--- config.mk ---
export PLATFORM = sky130hd
export DESIGN_NAME = multicycle_control
export DESIGN_NICKNAME = d
export VERILOG_FILES = /design/src/rtl/rv_ctrl_pkg.sv /design/src/rtl/ctrl_out_decode.sv /design/src/rtl/multicycle_control.sv
export SDC_FILE = /design/constraint.sdc
export NUM_CORES = 1
export LEC_CHECK = 0
export CORE_MARGIN = 5
export CORE_UTILIZATION = 35
export DETAILED_ROUTE_END_ITERATION = 10
export PLACE_DENSITY_LB_ADDON = 0.05
export SLEW_MARGIN = 0
export SYNTH_ARGS = -nofsm -noshare
export SYNTH_HDL_FRONTEND = slang
export SYNTH_SLANG_ARGS = --single-unit
--- constraint.sdc ---
create_clock -name clk -period 2.5 [get_ports clk]
set_input_delay 0.75 -clock clk [delete_from_list [all_inputs] [get_ports clk]]
set_output_delay 0.75 -clock clk [all_outputs]
set_load 0.05 [all_outputs]
--- src/rtl/rv_ctrl_pkg.sv ---
`default_nettype none
// ============================================================================
// Module   : rv_ctrl_pkg
// Brief    : Shared types and encodings for the multicycle RV32 control FSM.
// Revision : 1.0 - initial release
// ============================================================================
package rv_ctrl_pkg;

    typedef enum logic [3:0] {
        S_FETCH     = 4'd0,
        S_DECODE    = 4'd1,
        S_MEM_ADDR  = 4'd2,
        S_MEM_READ  = 4'd3,
        S_MEM_WB    = 4'd4,
        S_MEM_WRITE = 4'd5,
        S_EXECUTE   = 4'd6,
        S_ALU_WB    = 4'd7,
        S_BRANCH    = 4'd8,
        S_TRAP      = 4'd9
    } state_t;

    localparam logic [6:0] OP_LOAD   = 7'b0000011;
    localparam logic [6:0] OP_STORE  = 7'b0100011;
    localparam logic [6:0] OP_RTYPE  = 7'b0110011;
    localparam logic [6:0] OP_BRANCH = 7'b1100011;

    localparam logic [1:0] ALUOP_ADD   = 2'b00;
    localparam logic [1:0] ALUOP_SUB   = 2'b01;
    localparam logic [1:0] ALUOP_FUNCT = 2'b10;

    localparam logic [1:0] SRCB_REG    = 2'b00;
    localparam logic [1:0] SRCB_FOUR   = 2'b01;
    localparam logic [1:0] SRCB_IMM    = 2'b10;
    localparam logic [1:0] SRCB_BRANCH = 2'b11;

    typedef struct packed {
        logic       pc_write;
        logic       pc_write_cond;
        logic       pc_source;
        logic       i_or_d;
        logic       mem_read;
        logic       mem_write;
        logic       ir_write;
        logic       mem_to_reg;
        logic       reg_write;
        logic       alu_src_a;
        logic [1:0] alu_src_b;
        logic [1:0] alu_op;
    } ctrl_t;

endpackage
`default_nettype wire

--- src/rtl/ctrl_out_decode.sv ---
`default_nettype none
// ============================================================================
// Module   : ctrl_out_decode
// Brief    : Combinational state-to-control-vector decode for the RV32 FSM.
// Revision : 1.0 - initial release
// ============================================================================
module ctrl_out_decode
    import rv_ctrl_pkg::*;
(
    input  state_t i_state,
    input  logic   i_mem_ready,
    output ctrl_t  o_ctrl
);

    always_comb begin
        o_ctrl = '0;
        case (i_state)
            S_FETCH: begin
                o_ctrl.mem_read  = 1'b1;
                o_ctrl.alu_src_b = SRCB_FOUR;
                o_ctrl.alu_op    = ALUOP_ADD;
                // PC+4 and IR load only on the edge the memory accepts
                o_ctrl.ir_write  = i_mem_ready;
                o_ctrl.pc_write  = i_mem_ready;
            end
            S_DECODE: begin
                o_ctrl.alu_src_b = SRCB_BRANCH;
                o_ctrl.alu_op    = ALUOP_ADD;
            end
            S_MEM_ADDR: begin
                o_ctrl.alu_src_a = 1'b1;
                o_ctrl.alu_src_b = SRCB_IMM;
                o_ctrl.alu_op    = ALUOP_ADD;
            end
            S_MEM_READ: begin
                o_ctrl.mem_read = 1'b1;
                o_ctrl.i_or_d   = 1'b1;
            end
            S_MEM_WB: begin
                o_ctrl.reg_write  = 1'b1;
                o_ctrl.mem_to_reg = 1'b1;
            end
            S_MEM_WRITE: begin
                o_ctrl.mem_write = 1'b1;
                o_ctrl.i_or_d    = 1'b1;
            end
            S_EXECUTE: begin
                o_ctrl.alu_src_a = 1'b1;
                o_ctrl.alu_src_b = SRCB_REG;
                o_ctrl.alu_op    = ALUOP_FUNCT;
            end
            S_ALU_WB: begin
                o_ctrl.reg_write = 1'b1;
            end
            S_BRANCH: begin
                o_ctrl.alu_src_a     = 1'b1;
                o_ctrl.alu_src_b     = SRCB_REG;
                o_ctrl.alu_op        = ALUOP_SUB;
                o_ctrl.pc_write_cond = 1'b1;
                o_ctrl.pc_source     = 1'b1;
            end
            default: ;
        endcase
    end

endmodule
`default_nettype wire

--- src/rtl/multicycle_control.sv ---
`default_nettype none
// ============================================================================
// Module   : multicycle_control
// Brief    : Main control FSM for the multicycle RV32 datapath (R/lw/sw/beq).
// Revision : 1.0 - initial release
// ============================================================================
module multicycle_control
    import rv_ctrl_pkg::*;
#(
    parameter int CNT_W = 32
) (
    input  logic             clk,
    input  logic             rst,
    input  logic [6:0]       opcode,
    input  logic             mem_ready,
    output logic             pc_write,
    output logic             pc_write_cond,
    output logic             pc_source,
    output logic             i_or_d,
    output logic             mem_read,
    output logic             mem_write,
    output logic             ir_write,
    output logic             mem_to_reg,
    output logic             reg_write,
    output logic             alu_src_a,
    output logic [1:0]       alu_src_b,
    output logic [1:0]       alu_op,
    output logic             illegal_instr,
    output logic [CNT_W-1:0] instret
);

    state_t           r_state;
    state_t           w_next;
    ctrl_t            w_ctrl;
    logic             w_retire;
    logic             r_illegal;
    logic [CNT_W-1:0] r_instret;

    ctrl_out_decode u_ctrl_out_decode (
        .i_state     (r_state),
        .i_mem_ready (mem_ready),
        .o_ctrl      (w_ctrl)
    );

    always_comb begin
        w_next = r_state;
        case (r_state)
            S_FETCH:     if (mem_ready) w_next = S_DECODE;
            S_DECODE: begin
                case (opcode)
                    OP_LOAD, OP_STORE: w_next = S_MEM_ADDR;
                    OP_RTYPE:          w_next = S_EXECUTE;
                    OP_BRANCH:         w_next = S_BRANCH;
                    default:           w_next = S_TRAP;
                endcase
            end
            S_MEM_ADDR:  w_next = (opcode == OP_STORE) ? S_MEM_WRITE : S_MEM_READ;
            S_MEM_READ:  if (mem_ready) w_next = S_MEM_WB;
            S_MEM_WB:    w_next = S_FETCH;
            S_MEM_WRITE: if (mem_ready) w_next = S_FETCH;
            S_EXECUTE:   w_next = S_ALU_WB;
            S_ALU_WB:    w_next = S_FETCH;
            S_BRANCH:    w_next = S_FETCH;
            S_TRAP:      w_next = S_TRAP;
            default:     w_next = S_FETCH;
        endcase
    end

    // A store retires on the write-accept edge; everything else on its last state
    always_comb begin
        w_retire = 1'b0;
        case (r_state)
            S_MEM_WB, S_ALU_WB, S_BRANCH: w_retire = 1'b1;
            S_MEM_WRITE:                  w_retire = mem_ready;
            default:                      w_retire = 1'b0;
        endcase
    end

    always_ff @(posedge clk) begin
        if (rst) begin
            r_state   <= S_FETCH;
            r_instret <= '0;
            r_illegal <= 1'b0;
        end else begin
            r_state <= w_next;
            if (w_retire) begin
                r_instret <= r_instret + CNT_W'(1);
            end
            if (r_state == S_DECODE && w_next == S_TRAP) begin
                r_illegal <= 1'b1;
            end
        end
    end

    assign pc_write      = w_ctrl.pc_write;
    assign pc_write_cond = w_ctrl.pc_write_cond;
    assign pc_source     = w_ctrl.pc_source;
    assign i_or_d        = w_ctrl.i_or_d;
    assign mem_read      = w_ctrl.mem_read;
    assign mem_write     = w_ctrl.mem_write;
    assign ir_write      = w_ctrl.ir_write;
    assign mem_to_reg    = w_ctrl.mem_to_reg;
    assign reg_write     = w_ctrl.reg_write;
    assign alu_src_a     = w_ctrl.alu_src_a;
    assign alu_src_b     = w_ctrl.alu_src_b;
    assign alu_op        = w_ctrl.alu_op;
    assign illegal_instr = r_illegal;
    assign instret       = r_instret;

endmodule
`default_nettype wire

* Word level (Yosys, flattened, before mapping)
Index checks and enable logic that the tools add are counted.
** Operators by class
- Equal/unequal tests :: 14
- Reduce and logical (&&, ||, !) cells :: 8
- Muxes and demuxes :: 16
- Add/sub/neg operators :: 1
** Operators with widths (number)
- adder 32 x 1 -> 32 bit (second input constant) :: 1
- case mux 4 bit (7 select lines) :: 1
- case mux 4 bit (5 select lines) :: 1
- == test 4 x 3 -> 1 bit (second input constant) :: 4
- == test 7 x 6 -> 1 bit (second input constant) :: 2
- == test 4 bit (second input constant) :: 3
- 2-to-1 mux 4 bit :: 3
- case mux 4 bit (3 select lines) :: 1
- == test 4 x 2 -> 1 bit (second input constant) :: 2
- OR reduction 2 bit :: 4
- == test 7 x 2 -> 1 bit (second input constant) :: 1
- == test 7 bit (second input constant) :: 1
- 2-to-1 mux 1 bit :: 7
- OR reduction 3 bit :: 2
- == test 4 x 1 -> 1 bit (second input constant) :: 1
- logical NOT 4 bit :: 1
- 2-to-1 mux 3 bit :: 1
- 2-to-1 mux 2 bit :: 1
- case mux 1 bit (2 select lines) :: 1
- logical AND 1 bit :: 1
** Word-level totals
- Bits in registers :: 37
- Input bits :: 10
- Output and inout bits :: 47

* Logic depth before layout (Yosys ltp)
- Depth after elaboration :: 6
- Gate-level depth with buffers :: 8
- Depth with buffers taken out :: 6

* Hierarchy
From an unflattened synthesis, not the netlist that was laid out.
** Second synthesis, totals
- Cells, all modules :: 261
- Area total of the unflattened synthesis :: 2124.5 sq um
** Modules (own cells, without submodules)
- multicycle_control :: times used 1, cells each 238, seq. area each 740.7 sq um, area each 1936.9 sq um
- ctrl_out_decode :: times used 1, cells each 23, seq. area each 0.0 sq um, area each 187.7 sq um

* Worst setup path before layout
OpenSTA, ideal clock, no wires.
- Path kind :: reg-to-output
- From :: register r_state[2]
- To :: output pc_write
- Arrival :: 2.354 ns
- Data required time :: 1.750 ns
- Stages on the path, launching flop included :: 6
- Slack :: -0.604 ns
- Buffers on the path :: 2
- Cells stage by stage :: dfxtp_1 > clkbuf_1 > nor2_1 > nand2_1 > nor3_1 > buf_4
** On the way
- Cells in the longest elaborated chain, start to end :: 2
** Ends and longest elaborated chain
- from (decl) :: RTL line multicycle_control.sv:32 : state_t r_state;
- from (signal assigned) :: RTL line multicycle_control.sv:85 : r_state <= w_next;
- logical NOT 4 bit
- 2-to-1 mux 1 bit
- to (decl) :: RTL line multicycle_control.sv:16 : output logic pc_write,
No other way between the ends.

* Worst setup path in the final report
- From :: register r_state[3]
- To :: output pc_write
** On the way
- Cells in the longest elaborated chain, start to end :: 2
** Ends and longest elaborated chain
- logical NOT 4 bit :: RTL line ctrl_out_decode.sv:17 : case (i_state)
- 2-to-1 mux 1 bit :: RTL line ctrl_out_decode.sv:17
No other way between the ends.

==> impl_metrics.toml <==
[worst_setup_path]
crit_fanout = 10
critical_path.startpoint_type = "register"
critical_path_required_ns = 1.75
cp-end-kind = "primary output"
critical_path_class = "reg -> out"
worst-endpoint-arrival_ns = 1.61

[logic_synthesis]
synthCells = 253
synth_cell_types = 43
synth_edf_count = 0
ys_ff_latch = 37
ys.flop_type = "dfxtp_1"
synth_warnings = 0
syn-mean-instance-area_sq_um = 8.12
seq_area_frac_synth = 0.361
syn_area_sq_mm = 0.00205
syn_nets = 264
async_reset_ff_frac = 0

[pwr]
power_frac_clock = 0.314
pwr-share-comb = 0.209
p_int_mw = 0.911
p_sw_mw = 0.371
power_switching_share = 0.289
power_frac_seq = 0.477
power_density_mw_per_mm2 = 436
peakVddDrop_mv = 0.194
power_leakage_nw = 0.953

[timing]
fin_ws_ns = 0.136
fin_crit_ns = 2.36
hold_violations = 0
max_slew_margin = 0.638
rsz0062_at_grt = "false"
max_freq_ghz = 0.423
setup_viol = 0
fin_crit_sh = 0.946
finClkSkew_ns = 0.0131
slew_violations = 0
tightest_slew_ns = 0.541

[detailed_routing]
wire_per_inst_um = 13.6
ant_nets = 0
vias_per_cell = 5.12
drc = 0
num_vias = 1983
first_pass_iters = 4
drt-total-wl_um = 5270
drt_iter0_markers = 124

[global_routing]
grt_use_total = 0.146
gr-total-overflow = 0
grt_max_degree = 30
grt_antenna_before_repair = 0
grt_pass1_wl_um = 9000
grt_pass1_vias = 1876

[clocking]
clockBufferDepth = 2
root_buffer = "clkbuf_8"
cts_buffers = 5
clk_latency_ns = 0.28
clkTransAtPathRegs_ns = 0.08
htree_num_levels = 2
clock-sinks = 37
cts_setup_buffers = 0
cts_tree = "yes"
cts_resized = 0
cts_hold_buf = 0

[floorplanning]
die_h_um = 86.6
die_w_um = 86.6
core_area_sq_mm = 0.00582
start_util = 0.353
die-area_sq_mm = 0.00750
ioPinCount = 57
num_rows = 28

[finish]
final_common_cell = "clkdlybuf4s50_1"
insertedDiodeCount = 0
final_cells = 387
drive_gt1_frac = 0.131
final_cell_mix = "41 x clkdlybuf4s50_1, 36 x nor2_1, 36 x dfxtp_1"
final_nets = 322
post-route-util = 0.506
area_delta_synth_final_pct = 43.2
multi_input_area_sq_mm = 0.00124
stdcell_area_sq_mm = 0.00294
nFillCells = 573
seq_area_sq_um = 742

[place]
place_area_sq_mm = 0.00286
hpwl_um = 3910
pre_cts_ws_ns = -0.0781
dp_cells = 379
io_buffers = 56
gp_congestion = 0.753

[hold_path]
hp-class = "reg -> reg"

[run]
max_cap_violations = 0

[status]
status = "finished clean"
==> path summary, 6_finish.rpt <==
kind | startpoint | endpoint | slack [ns] | depth (start not counted)
setup / recovery | r_state[3]$_SDFF_PP0_ | pc_write | 0.14 | 5
hold / removal | illegal_instr$_SDFFE_PP0P_ | illegal_instr$_SDFFE_PP0P_ | 0.45 | 2
setup reg to reg | r_state[0]$_SDFF_PP0_ | instret[31]$_SDFFE_PP0P_ | 0.45 | 6
hold reg to reg | illegal_instr$_SDFFE_PP0P_ | illegal_instr$_SDFFE_PP0P_ | 0.45 | 2
==> synth_stat cells, types with 2 or more instances <==
| library cell | instances | area (sq um) |
|---|---|---|
| a21oi_1 | 11 | 55.1 |
| and3_1 | 4 | 25.0 |
| and4_1 | 7 | 61.3 |
| buf_2 | 2 | 10.0 |
| buf_4 | 2 | 15.0 |
| buf_6 | 2 | 22.5 |
| clkbuf_1 | 10 | 37.5 |
| dfxtp_1 | 37 | 741 |
| inv_1 | 3 | 11.3 |
| mux2i_1 | 2 | 20.0 |
| nand2_1 | 17 | 63.8 |
| nand2b_1 | 10 | 62.6 |
| nand3_1 | 9 | 45.0 |
| nand4_1 | 8 | 50.1 |
| nor2_1 | 36 | 135 |
| nor2b_1 | 3 | 18.8 |
| nor3_1 | 14 | 70.1 |
| nor3b_1 | 4 | 30.0 |
| nor4_1 | 6 | 37.5 |
| nor4_2 | 3 | 37.5 |
| nor4b_1 | 4 | 35.0 |
| o211ai_1 | 2 | 15.0 |
| o21ai_0 | 9 | 45.0 |
| or3_1 | 5 | 31.3 |
| or4_1 | 2 | 15.0 |
| xnor2_1 | 23 | 201 |
| xor2_1 | 2 | 17.5 |
==> state kept, by name, summed over array words and instances, names as in the netlist <==
register / cells
illegal_instr: 1
instret: 32
r_state: 4
==> routing by layer <==
| layer | share of wire | up-vias | global-route usage |
|---|---|---|---|
| li1 | - | 1018 | - |
| met1 | 0.49 | 919 | 0.197 |
| met2 | 0.46 | 42 | 0.231 |
| met3 | 0.050 | 4 | 0.0409 |
| met4 | 0.0070 | 0 | 0.0382 |
| met5 | 0 | - | 0 |
==> kinds of logic (layout without fill, tap and decap cells) <==
logic type | after synthesis | count (layout) | synth area share
multiplexers | 2 | 2 | 0.00974
flip-flops | 37 | 37 | 0.361
AND/OR/NAND/NOR | 135 | 135 | 0.365
buffers and inverters | 19 | 78 | 0.0469
AO/OA/AOI/OAI | 33 | 33 | 0.100
XOR/XNOR | 25 | 25 | 0.107
adder cells (fa/ha/maj) | 2 | 2 | 0.0110
==> power groups by stage <==
stage | clock network, mW | logic, mW | registers, mW
2_1_floorplan | 0 | 0.155 | 0.627
3_3_place_gp | 0 | 0.269 | 0.625
3_5_place_dp | 0 | 0.271 | 0.625
4_1_cts | 0.419 | 0.271 | 0.611
5_1_grt | 0.451 | 0.286 | 0.613
6_report | 0.402 | 0.268 | 0.611
==> per-stage QoR <==
| stage | setup TNS (ns) | hold WS (ns) | total power, mW |
|---|---|---|---|
| finish | 0 | 0.449 | 1.28 |
| detailed placement | -0.600 | 0.448 | 0.896 |
| global placement | -0.273 | 0.437 | 0.894 |
| floorplan | -0.167 | 0.572 | 0.782 |
| global route | 0 | 0.495 | 1.35 |
| CTS | 0 | 0.459 | 1.30 |
==> final cells by class <==
| cell class | count | area share |
|---|---|---|
| flip-flops and latches | 37 | 0.252 |
| multi-input cells | 197 | 0.421 |
| inverters | 3 | 0.00383 |
| clock buffers | 7 | 0.0259 |
| well taps | 75 | 0.0319 |
| repair buffers | 67 | 0.263 |
| clock inverters | 1 | 0.00255 |
==> worst max-delay path: stages (launching register included) <==
cell and delay (ns):
dfxtp_1 0.41, nor2_1 0.41, nand2_1 0.12, nor3_2 0.11
buf_4 0.16, buf_12 0.13
Note: power is estimated with default switching activity, not from simulation.
